[src/rtl/ahb2apb_bridge_if.sv]
// Signal bundle for ahb2apb_bridge: AHB-Lite slave side plus APB3 master side.
// The slave modport is the bridge's view; master is the system/peripheral view.
interface ahb2apb_bridge_if #(
    parameter int unsigned ADDR_W = 16
);
    logic              hselx;
    logic [31:0]       haddr;
    logic              hwrite;
    logic [1:0]        htrans;
    logic [2:0]        hsize;
    logic [2:0]        hburst;
    logic [31:0]       hwdata;
    logic              hready;
    logic [1:0]        hresp;
    logic [31:0]       hrdata;
    logic [ADDR_W-1:0] paddr;
    logic              psel;
    logic              penable;
    logic              pwrite;
    logic [31:0]       pwdata;
    logic [31:0]       prdata;
    logic              pready;
    logic              pslverr;

    modport slave (
        input  hselx, haddr, hwrite, htrans, hsize, hburst, hwdata,
        input  prdata, pready, pslverr,
        output hready, hresp, hrdata,
        output paddr, psel, penable, pwrite, pwdata
    );

    modport master (
        output hselx, haddr, hwrite, htrans, hsize, hburst, hwdata,
        output prdata, pready, pslverr,
        input  hready, hresp, hrdata,
        input  paddr, psel, penable, pwrite, pwdata
    );
endinterface

[src/rtl/ahb2apb_bridge.sv]
// AHB-Lite slave to APB3 master bridge: one APB transfer per accepted AHB beat,
// registered wait states, two-cycle ERROR for pslverr/unsupported size/timeout.
module ahb2apb_bridge #(
    parameter int unsigned ADDR_W  = 16,
    parameter int unsigned TIMEOUT = 16
) (
    input  logic               hclk,
    input  logic               hreset_n,
    ahb2apb_bridge_if.slave    bus
);
    localparam int unsigned CNT_W = (TIMEOUT > 1) ? $clog2(TIMEOUT + 1) : 1;
    localparam logic [1:0] HRESP_OKAY  = 2'b00;
    localparam logic [1:0] HRESP_ERROR = 2'b01;

    typedef enum logic [2:0] {IDLE, WDATA, SETUP, ACCESS, ERR1, ERR2} state_e;

    state_e            state_q,   state_d;
    logic              hready_q,  hready_d;
    logic [1:0]        hresp_q,   hresp_d;
    logic [31:0]       hrdata_q,  hrdata_d;
    logic [ADDR_W-1:0] addr_q,    addr_d;
    logic [ADDR_W-1:0] paddr_q,   paddr_d;
    logic              psel_q,    psel_d;
    logic              penable_q, penable_d;
    logic              pwrite_q,  pwrite_d;
    logic [31:0]       pwdata_q,  pwdata_d;
    logic [CNT_W-1:0]  cnt_q,     cnt_d;

    logic accept;
    logic timeout_hit;
    logic unused_ok;

    assign unused_ok   = ^{bus.haddr, bus.htrans, bus.hburst};
    assign accept      = bus.hselx && bus.htrans[1] && hready_q;
    assign timeout_hit = (TIMEOUT != 0) && (32'(cnt_q) == TIMEOUT - 1);

    always_comb begin
        state_d   = state_q;
        hready_d  = hready_q;
        hresp_d   = hresp_q;
        hrdata_d  = hrdata_q;
        addr_d    = addr_q;
        paddr_d   = paddr_q;
        psel_d    = psel_q;
        penable_d = penable_q;
        pwrite_d  = pwrite_q;
        pwdata_d  = pwdata_q;
        cnt_d     = cnt_q;
        unique case (state_q)
            // ERR2 is a completion cycle, so it samples the next address phase like IDLE
            IDLE, ERR2: begin
                if (accept) begin
                    addr_d   = bus.haddr[ADDR_W-1:0];
                    hready_d = 1'b0;
                    if (bus.hsize > 3'd2) begin
                        state_d = ERR1;
                        hresp_d = HRESP_ERROR;
                    end else if (bus.hwrite) begin
                        state_d = WDATA;
                        hresp_d = HRESP_OKAY;
                    end else begin
                        state_d  = SETUP;
                        hresp_d  = HRESP_OKAY;
                        paddr_d  = bus.haddr[ADDR_W-1:0];
                        pwrite_d = 1'b0;
                        psel_d   = 1'b1;
                    end
                end else begin
                    state_d  = IDLE;
                    hready_d = 1'b1;
                    hresp_d  = HRESP_OKAY;
                end
            end
            WDATA: begin
                state_d  = SETUP;
                pwdata_d = bus.hwdata;
                paddr_d  = addr_q;
                pwrite_d = 1'b1;
                psel_d   = 1'b1;
            end
            SETUP: begin
                state_d   = ACCESS;
                penable_d = 1'b1;
                cnt_d     = '0;
            end
            ACCESS: begin
                if (bus.pready) begin
                    psel_d    = 1'b0;
                    penable_d = 1'b0;
                    if (bus.pslverr) begin
                        state_d = ERR1;
                        hresp_d = HRESP_ERROR;
                    end else begin
                        state_d  = IDLE;
                        hready_d = 1'b1;
                        hresp_d  = HRESP_OKAY;
                        if (!pwrite_q) hrdata_d = bus.prdata;
                    end
                end else if (timeout_hit) begin
                    psel_d    = 1'b0;
                    penable_d = 1'b0;
                    state_d   = ERR1;
                    hresp_d   = HRESP_ERROR;
                end else begin
                    cnt_d = cnt_q + CNT_W'(1);
                end
            end
            ERR1: begin
                state_d  = ERR2;
                hready_d = 1'b1;
                hresp_d  = HRESP_ERROR;
            end
            default: begin
                state_d  = IDLE;
                hready_d = 1'b1;
                hresp_d  = HRESP_OKAY;
            end
        endcase
    end

    always_ff @(posedge hclk or negedge hreset_n) begin
        if (!hreset_n) begin
            state_q   <= IDLE;
            hready_q  <= 1'b1;
            hresp_q   <= HRESP_OKAY;
            hrdata_q  <= '0;
            addr_q    <= '0;
            paddr_q   <= '0;
            psel_q    <= 1'b0;
            penable_q <= 1'b0;
            pwrite_q  <= 1'b0;
            pwdata_q  <= '0;
            cnt_q     <= '0;
        end else begin
            state_q   <= state_d;
            hready_q  <= hready_d;
            hresp_q   <= hresp_d;
            hrdata_q  <= hrdata_d;
            addr_q    <= addr_d;
            paddr_q   <= paddr_d;
            psel_q    <= psel_d;
            penable_q <= penable_d;
            pwrite_q  <= pwrite_d;
            pwdata_q  <= pwdata_d;
            cnt_q     <= cnt_d;
        end
    end

    assign bus.hready  = hready_q;
    assign bus.hresp   = hresp_q;
    assign bus.hrdata  = hrdata_q;
    assign bus.paddr   = paddr_q;
    assign bus.psel    = psel_q;
    assign bus.penable = penable_q;
    assign bus.pwrite  = pwrite_q;
    assign bus.pwdata  = pwdata_q;
endmodule

[src/flat_wrapper.sv]
// flat-port wrapper written by rule: the top's interface ports become plain ports
module ahb2apb_bridge_flat 
#(
    parameter int unsigned ADDR_W  = 16,
    parameter int unsigned TIMEOUT = 16
)
  (hclk, hreset_n, bus_hselx, bus_haddr, bus_hwrite, bus_htrans, bus_hsize, bus_hburst, bus_hwdata, bus_prdata, bus_pready, bus_pslverr, bus_hready, bus_hresp, bus_hrdata, bus_paddr, bus_psel, bus_penable, bus_pwrite, bus_pwdata);
  ahb2apb_bridge_if #(.ADDR_W(ADDR_W)) bus_i ();
  input  logic hclk;
  input  logic hreset_n;
  input wire logic [$bits(bus_i.hselx)-1:0] bus_hselx;
  input wire logic [$bits(bus_i.haddr)-1:0] bus_haddr;
  input wire logic [$bits(bus_i.hwrite)-1:0] bus_hwrite;
  input wire logic [$bits(bus_i.htrans)-1:0] bus_htrans;
  input wire logic [$bits(bus_i.hsize)-1:0] bus_hsize;
  input wire logic [$bits(bus_i.hburst)-1:0] bus_hburst;
  input wire logic [$bits(bus_i.hwdata)-1:0] bus_hwdata;
  input wire logic [$bits(bus_i.prdata)-1:0] bus_prdata;
  input wire logic [$bits(bus_i.pready)-1:0] bus_pready;
  input wire logic [$bits(bus_i.pslverr)-1:0] bus_pslverr;
  output wire logic [$bits(bus_i.hready)-1:0] bus_hready;
  output wire logic [$bits(bus_i.hresp)-1:0] bus_hresp;
  output wire logic [$bits(bus_i.hrdata)-1:0] bus_hrdata;
  output wire logic [$bits(bus_i.paddr)-1:0] bus_paddr;
  output wire logic [$bits(bus_i.psel)-1:0] bus_psel;
  output wire logic [$bits(bus_i.penable)-1:0] bus_penable;
  output wire logic [$bits(bus_i.pwrite)-1:0] bus_pwrite;
  output wire logic [$bits(bus_i.pwdata)-1:0] bus_pwdata;
  assign bus_i.hselx = bus_hselx;
  assign bus_i.haddr = bus_haddr;
  assign bus_i.hwrite = bus_hwrite;
  assign bus_i.htrans = bus_htrans;
  assign bus_i.hsize = bus_hsize;
  assign bus_i.hburst = bus_hburst;
  assign bus_i.hwdata = bus_hwdata;
  assign bus_i.prdata = bus_prdata;
  assign bus_i.pready = bus_pready;
  assign bus_i.pslverr = bus_pslverr;
  assign bus_hready = bus_i.hready;
  assign bus_hresp = bus_i.hresp;
  assign bus_hrdata = bus_i.hrdata;
  assign bus_paddr = bus_i.paddr;
  assign bus_psel = bus_i.psel;
  assign bus_penable = bus_i.penable;
  assign bus_pwrite = bus_i.pwrite;
  assign bus_pwdata = bus_i.pwdata;
  ahb2apb_bridge #(.ADDR_W(ADDR_W), .TIMEOUT(TIMEOUT)) u_core (.hclk(hclk), .hreset_n(hreset_n), .bus(bus_i));
endmodule
[config.mk]
export PLATFORM = sky130hd
export DESIGN_NAME = ahb2apb_bridge_flat
export DESIGN_NICKNAME = d
export VERILOG_FILES = /design/src/rtl/ahb2apb_bridge_if.sv /design/src/rtl/ahb2apb_bridge.sv /design/src/flat_wrapper.sv
export SDC_FILE = /design/constraint.sdc
export NUM_CORES = 1
export LEC_CHECK = 0
export CORE_MARGIN = 3
export CORE_UTILIZATION = 45
export CTS_BUF_LIST = sky130_fd_sc_hd__clkbuf_4 sky130_fd_sc_hd__clkbuf_8
export CTS_CLUSTER_DIAMETER = 100
export DETAILED_ROUTE_END_ITERATION = 6
export DONT_BUFFER_PORTS = 1
export MAX_ROUTING_LAYER = met4
export PLACE_DENSITY = 0.69
export SLEW_MARGIN = 20
export SYNTH_ARGS = -nofsm -noshare
export SYNTH_HDL_FRONTEND = slang
export SYNTH_SLANG_ARGS = --single-unit
[constraint.sdc]
create_clock -name hclk -period 6.6 [get_ports hclk]
set_clock_uncertainty 0.15 [all_clocks]
set_input_delay 1.32 -clock hclk [delete_from_list [all_inputs] [get_ports hclk]]
set_output_delay 1.32 -clock hclk [all_outputs]
set_load 0.03 [all_outputs]
Word level (Yosys, flattened, before mapping)
Cells that the tools add are included.
{"block": "classes", "add_sub_neg": 1, "magnitude_cmp": 1, "n_eq_ne": 14, "mux": 35, "n_bitwise": 3, "n_reduce_logical": 16}
{"op": "$mux 16", "count": 3}
{"op": "$pmux 16 s2", "count": 1}
{"op": "$mux 3", "count": 5}
{"op": "$pmux 3 s5", "count": 1}
{"op": "$mux 1", "count": 14}
{"op": "$ne 2x2->1 const B", "count": 6}
{"op": "$mux 5", "count": 2}
{"op": "$pmux 5 s2", "count": 1}
{"op": "$pmux 2 s4", "count": 1}
{"op": "$reduce_and 4->1", "count": 2}
{"op": "$eq 3x2->1 const B", "count": 2}
{"op": "$eq 3x3->1 const B", "count": 2}
{"op": "$mux 2", "count": 3}
{"op": "$pmux 1 s3", "count": 2}
{"op": "$reduce_and 2->1", "count": 3}
{"op": "$reduce_and 3->1", "count": 2}
{"op": "$add 5x1->5 const B", "count": 1}
{"op": "$eq 5x4->1 const B", "count": 1}
{"op": "$reduce_and 5->1", "count": 1}
{"op": "$pmux 1 s2", "count": 2}
{"op": "$reduce_bool 2->1", "count": 2}
{"op": "$reduce_or 2->1", "count": 2}
{"op": "$eq 3x1->1 const B", "count": 1}
{"op": "$gt 3x2->1 const B", "count": 1}
{"op": "6 further kinds", "count": 9}
{"block": "word_totals", "regBits": 110, "in_bits": 110, "out_inout_bits": 86, "word_cells": 81}

Logic depth before layout (Yosys ltp)
{"block": "depth", "ltp_word": 4, "ltp_mapped": 8, "depth_no_buf": 7}

Worst setup path before layout
No wires, ideal clock.
{"block": "synth_timing", "kind": "input -> register", "start": "input port bus_pslverr", "end": "register u_core.hrdata_q[10] (netlist: u_core.bus.hrdata[10])", "setup_ns": 0.125, "t_arrival_ns": 2.454, "t_required_ns": 6.325, "slack_ns": 3.871, "path_stages": 5, "path_buffers": 2, "path_cell_list": "nand2b_1 -> or4_4 -> buf_6 -> buf_12 -> mux2_4"}
{"block": "synth_between", "elab_chain_cells": 2}
{"item": "start, declared", "line": "flat_wrapper.sv:20", "rtl": "input wire logic [$bits(bus_i.pslverr)-1:0] bus_pslverr;"}
{"item": "$not 1->1 (no line)"}
{"item": "$reduce_and 4->1 (no line)"}
{"item": "end signal, assigned", "line": "ahb2apb_bridge.sv:138", "rtl": "hrdata_q <= hrdata_d;"}
{"item": "end, declared", "line": "ahb2apb_bridge.sv:20", "rtl": "logic [31:0] hrdata_q, hrdata_d;"}
No other way between the ends.
A chain may end at the register's enable or synchronous reset.

Final worst setup path
{"block": "layout_timing", "start": "register u_core.state_q[0]", "end": "register u_core.paddr_q[14] (netlist: u_core.bus.paddr[14])"}
{"block": "layout_between", "elab_chain_cells": 4, "elab_cells_between_ends": 10, "classes_between": "5 x eq/ne; 1 x mux; 4 x reduce/logical"}
{"item": "start, declared", "line": "ahb2apb_bridge.sv:17", "rtl": "state_e state_q, state_d;"}
{"item": "start signal, assigned", "line": "ahb2apb_bridge.sv:135", "rtl": "state_q <= state_d;"}
{"item": "$eq 3x3->1 or $logic_not 3->1 (tied branches)", "line": "ahb2apb_bridge.sv:49", "rtl": "unique case (state_q)"}
{"item": "$reduce_or 2->1", "line": "ahb2apb_bridge.sv:49"}
{"item": "$ne 2x1->1 (no line), or another cell as far along"}
{"item": "$reduce_and 4->1 (no line)"}
{"item": "end signal, assigned", "line": "ahb2apb_bridge.sv:140", "rtl": "paddr_q <= paddr_d;"}
{"item": "end, declared", "line": "ahb2apb_bridge.sv:22", "rtl": "logic [ADDR_W-1:0] paddr_q, paddr_d;"}
Several ways; a longest one is shown, not always the timed one.

==> flow_metrics.py <==
metrics = {
    "placement": {
        "gp_congestion": 0.7687,
        "dpl_cell_area_mm2": 0.004677,
        "portBuffers": 0,
        "hpwlAfterDp_um": 6109,
        "post-place-ws_ps": 3704,
    },
    "setup_path": {
        "worstPathMaxFanout": 50,
        "start_kind": "flop",
        "cp_slowest_cell": "a31oi_4",
        "worstPathRequired_ps": 6690,
        "path_cells": "nor2b_1, and2b_2, buf_4, a31oi_4, mux2_2",
        "cp-end-kind": "flop",
        "max_stage_delay_ps": 660,
        "arrival_ps": 2690,
        "path_class": "flop to flop",
    },
    "synth": {
        "synth_edf_count": 0,
        "yosysSeqAreaShare": 0.5863,
        "synth_seq_cells": 109,
        "synth_warnings": 0,
        "synth_top_flop_cell": "dfrtp_1",
        "syn_area_per_cell_um2": 15.57,
        "yosysTopAreaCellShare": 0.5806,
        "synthArstFlopShare": 1.000,
        "synth_area_leader_cell": "dfrtp_1",
        "synth_area_leaders": "dfrtp_1, mux2_2, mux2_4",
        "syn_inst": 299,
        "synth_cell_types": 38,
        "syn_nets": 411,
        "netlist_area_mm2": 0.004654,
    },
    "final_layout": {
        "syn2layout_area_growth_pct": 4.274,
        "drive_gt1_frac": 0.4631,
        "nNetsFinal": 406,
        "final_area_mm2": 0.004853,
        "diodes": 0,
    },
    "cts": {
        "clk_pin_slew_worst_paths_ps": 100,
        "clk_path_buf_depth": 2,
        "htreeDepth": 3,
        "cts_root_buf": "clkbuf_8",
        "cts_tree": "yes",
        "cts_inserted_buffers": 9,
        "insertion_delay_ps": 350,
        "cts_setup_buffers": 0,
        "cts_hold_buf": 0,
        "cts_resized": 0,
        "cts.sinks": 109,
    },
    "route": {
        "drt-initial-drc-count": 108,
        "vias": 2318,
        "wire_per_inst_um": 20.44,
        "drt_wl_total_um": 8811,
        "dr.pass1.iters": 5,
        "route.detailed.drc": 0,
        "via_per_inst": 5.378,
        "drtAntennaViolNets": 0,
    },
    "global_routing": {
        "gr-usage-met3": 0.06599,
        "antenna_found_initial": 0,
        "met2_usage": 0.2433,
        "grt_busiest_layer": "met2",
        "grt_pass1_vias": 2521,
        "use_met1": 0.1662,
        "grt_max_degree": 110,
        "globalRoute.totalOverflow": 0,
        "grt_use_total": 0.1500,
        "grt_pass1_wl_um": 13170,
    },
    "sta": {
        "hold_viol": 0,
        "worst_pin_slew_ps": 700.1,
        "maxSlewHeadroom": 0.5333,
        "setup_ws_ps": 4006,
        "fin_crit_ps": 2594,
        "fin_crit_sh": 0.3930,
        "rsz0062_at_grt": "false",
        "fin_tns_setup_ps": 0,
        "fmax_mhz": 385.5,
        "drv_slew": 0,
        "hold_slack_ps": 364.7,
        "setup-violations-final": 0,
    },
    "floorplan": {
        "dieArea_mm2": 0.01160,
        "die_x_um": 107.7,
        "start_util": 0.4697,
        "die_h_um": 107.7,
        "core-area_mm2": 0.009910,
        "ios": 196,
        "rows": 36,
    },
    "status": {
        "run_status": "finished clean",
    },
    "power_and_ir_drop": {
        "power_w": 0.002853,
        "powerDensity_mw_per_mm2": 587.8,
        "pwr-share-clk": 0.128,
        "intPower_w": 0.001604,
        "seqPwrFrac": 0.621,
        "p_sw_w": 0.001249,
        "power.static_leakage_nw": 2.198,
        "pwr-share-comb": 0.252,
        "ir_drop_uv": 243.2,
        "sw_frac_of_total": 0.4379,
    },
    "hold_path": {
        "hold_path_class": "flop to flop",
    },
    "run": {
        "maxCapViolations": 0,
    },
}
## through the flow
stage | util | cells
finish | 0.4898 | 431
global route | 0.4898 | 431
CTS | 0.4898 | 431
detailed placement | 0.4720 | 416
global placement | 0.4720 | 416
floorplan | - | 299
## Yosys cell counts, types with 2 or more instances
cell type / count
nor2_1: 9
nand2b_1: 3
nand2_1: 4
clkbuf_1: 2
o21ai_0: 6
buf_4: 7
buf_6: 2
mux2_4: 30
inv_1: 3
buf_12: 3
dfrtp_1: 108
a22o_1: 5
buf_2: 4
a21o_1: 2
a21oi_1: 3
nor3_1: 2
ha_1: 2
mux2_2: 83
or2_2: 2
## cell type report
class	count	area [um2]
Clock inverter	5	45.04
Multi-Input combinational cell	169	1755
Timing Repair Buffer	2	15.01
Inverter	3	11.26
Fill cell	870	5056
Sequential cell	109	2729
Clock buffer	10	131.4
Tap cell	133	166.4
## power by group through the flow
stage,sequential (W),clock [W],combinational (W)
5_1_grt,0.00181,0.000407,0.000788
4_1_cts,0.00178,0.000382,0.000732
6_report,0.00177,0.000364,0.000718
3_5_place_dp,0.00179,0,0.000731
2_1_floorplan,0.00169,0,0.000677
3_3_place_gp,0.00178,0,0.000700
## path summary, 6_finish.rpt
kind                                   startpoint                    to  slack (ps)  depth (start not counted)
worst max-delay path            u_core.state_q[0]  u_core.bus.paddr[14]        4010                          5
worst min-delay path            u_core.addr_q[15]     u_core.addr_q[15]         360                          1
worst max register to register  u_core.state_q[0]  u_core.bus.paddr[14]        4010                          5
worst min register to register  u_core.addr_q[15]     u_core.addr_q[15]         360                          1
max in group asynchronous                hreset_n     u_core.bus.hready        5620                          0
min in group asynchronous                hreset_n  u_core.bus.hrdata[7]         500                          0
## cells by family after synthesis
kind of cell             count (synthesis)  synth area share
adder cells (fa/ha/maj)                  2          0.005375
AND/OR/NAND/NOR                         30           0.03468
other                                    1         0.0008057
XOR/XNOR                                 1          0.001882
buffers and inverters                   21           0.03737
multiplexers                           113            0.2976
flip-flops                             109            0.5863
AO/OA/AOI/OAI                           22           0.03602
## cells in the final DEF (no fill, tap or decap), types with 2 or more instances in the layout
cell type,count
dfrtp_1,108
mux2_2,83
mux2_4,30
clkbuf_8,9
nor2_1,8
o21ai_0,6
a22o_1,5
nand2_1,4
inv_1,3
nand2b_1,3
a21oi_1,3
nor3_1,2
or2_2,2
a21o_1,2
ha_1,2
clkinv_4,2
buf_4,2
## sequential cells by signal (all words and copies together), names as in the netlist
signal              count
u_core.bus.pwrite       1
u_core.state_q          3
u_core.bus.paddr       16
u_core.addr_q          16
u_core.bus.pwdata      32
u_core.bus.hready       1
u_core.bus.psel         1
u_core.bus.penable      1
u_core.bus.hresp        1
u_core.bus.hrdata      32
u_core.cnt_q            5
## layer usage
| metal | wire (um) | vias to the layer above | share of wire |
|---|---|---|---|
| li1 | - | 1038 | - |
| met1 | 3251 | 1157 | 0.37 |
| met2 | 4443 | 107 | 0.50 |
| met3 | 964 | 16 | 0.11 |
| met4 | 151 | 0 | 0.017 |
| met5 | 0 | - | 0 |
## critical path: cells and delay by family (launching register included)
kind	cells	cell delay, ps
flip-flops	1	530
buffers and inverters	1	300
multiplexers	1	410
AND/OR/NAND/NOR	2	420
AO/OA/AOI/OAI	1	660
Power figures use the tool's default switching activity.
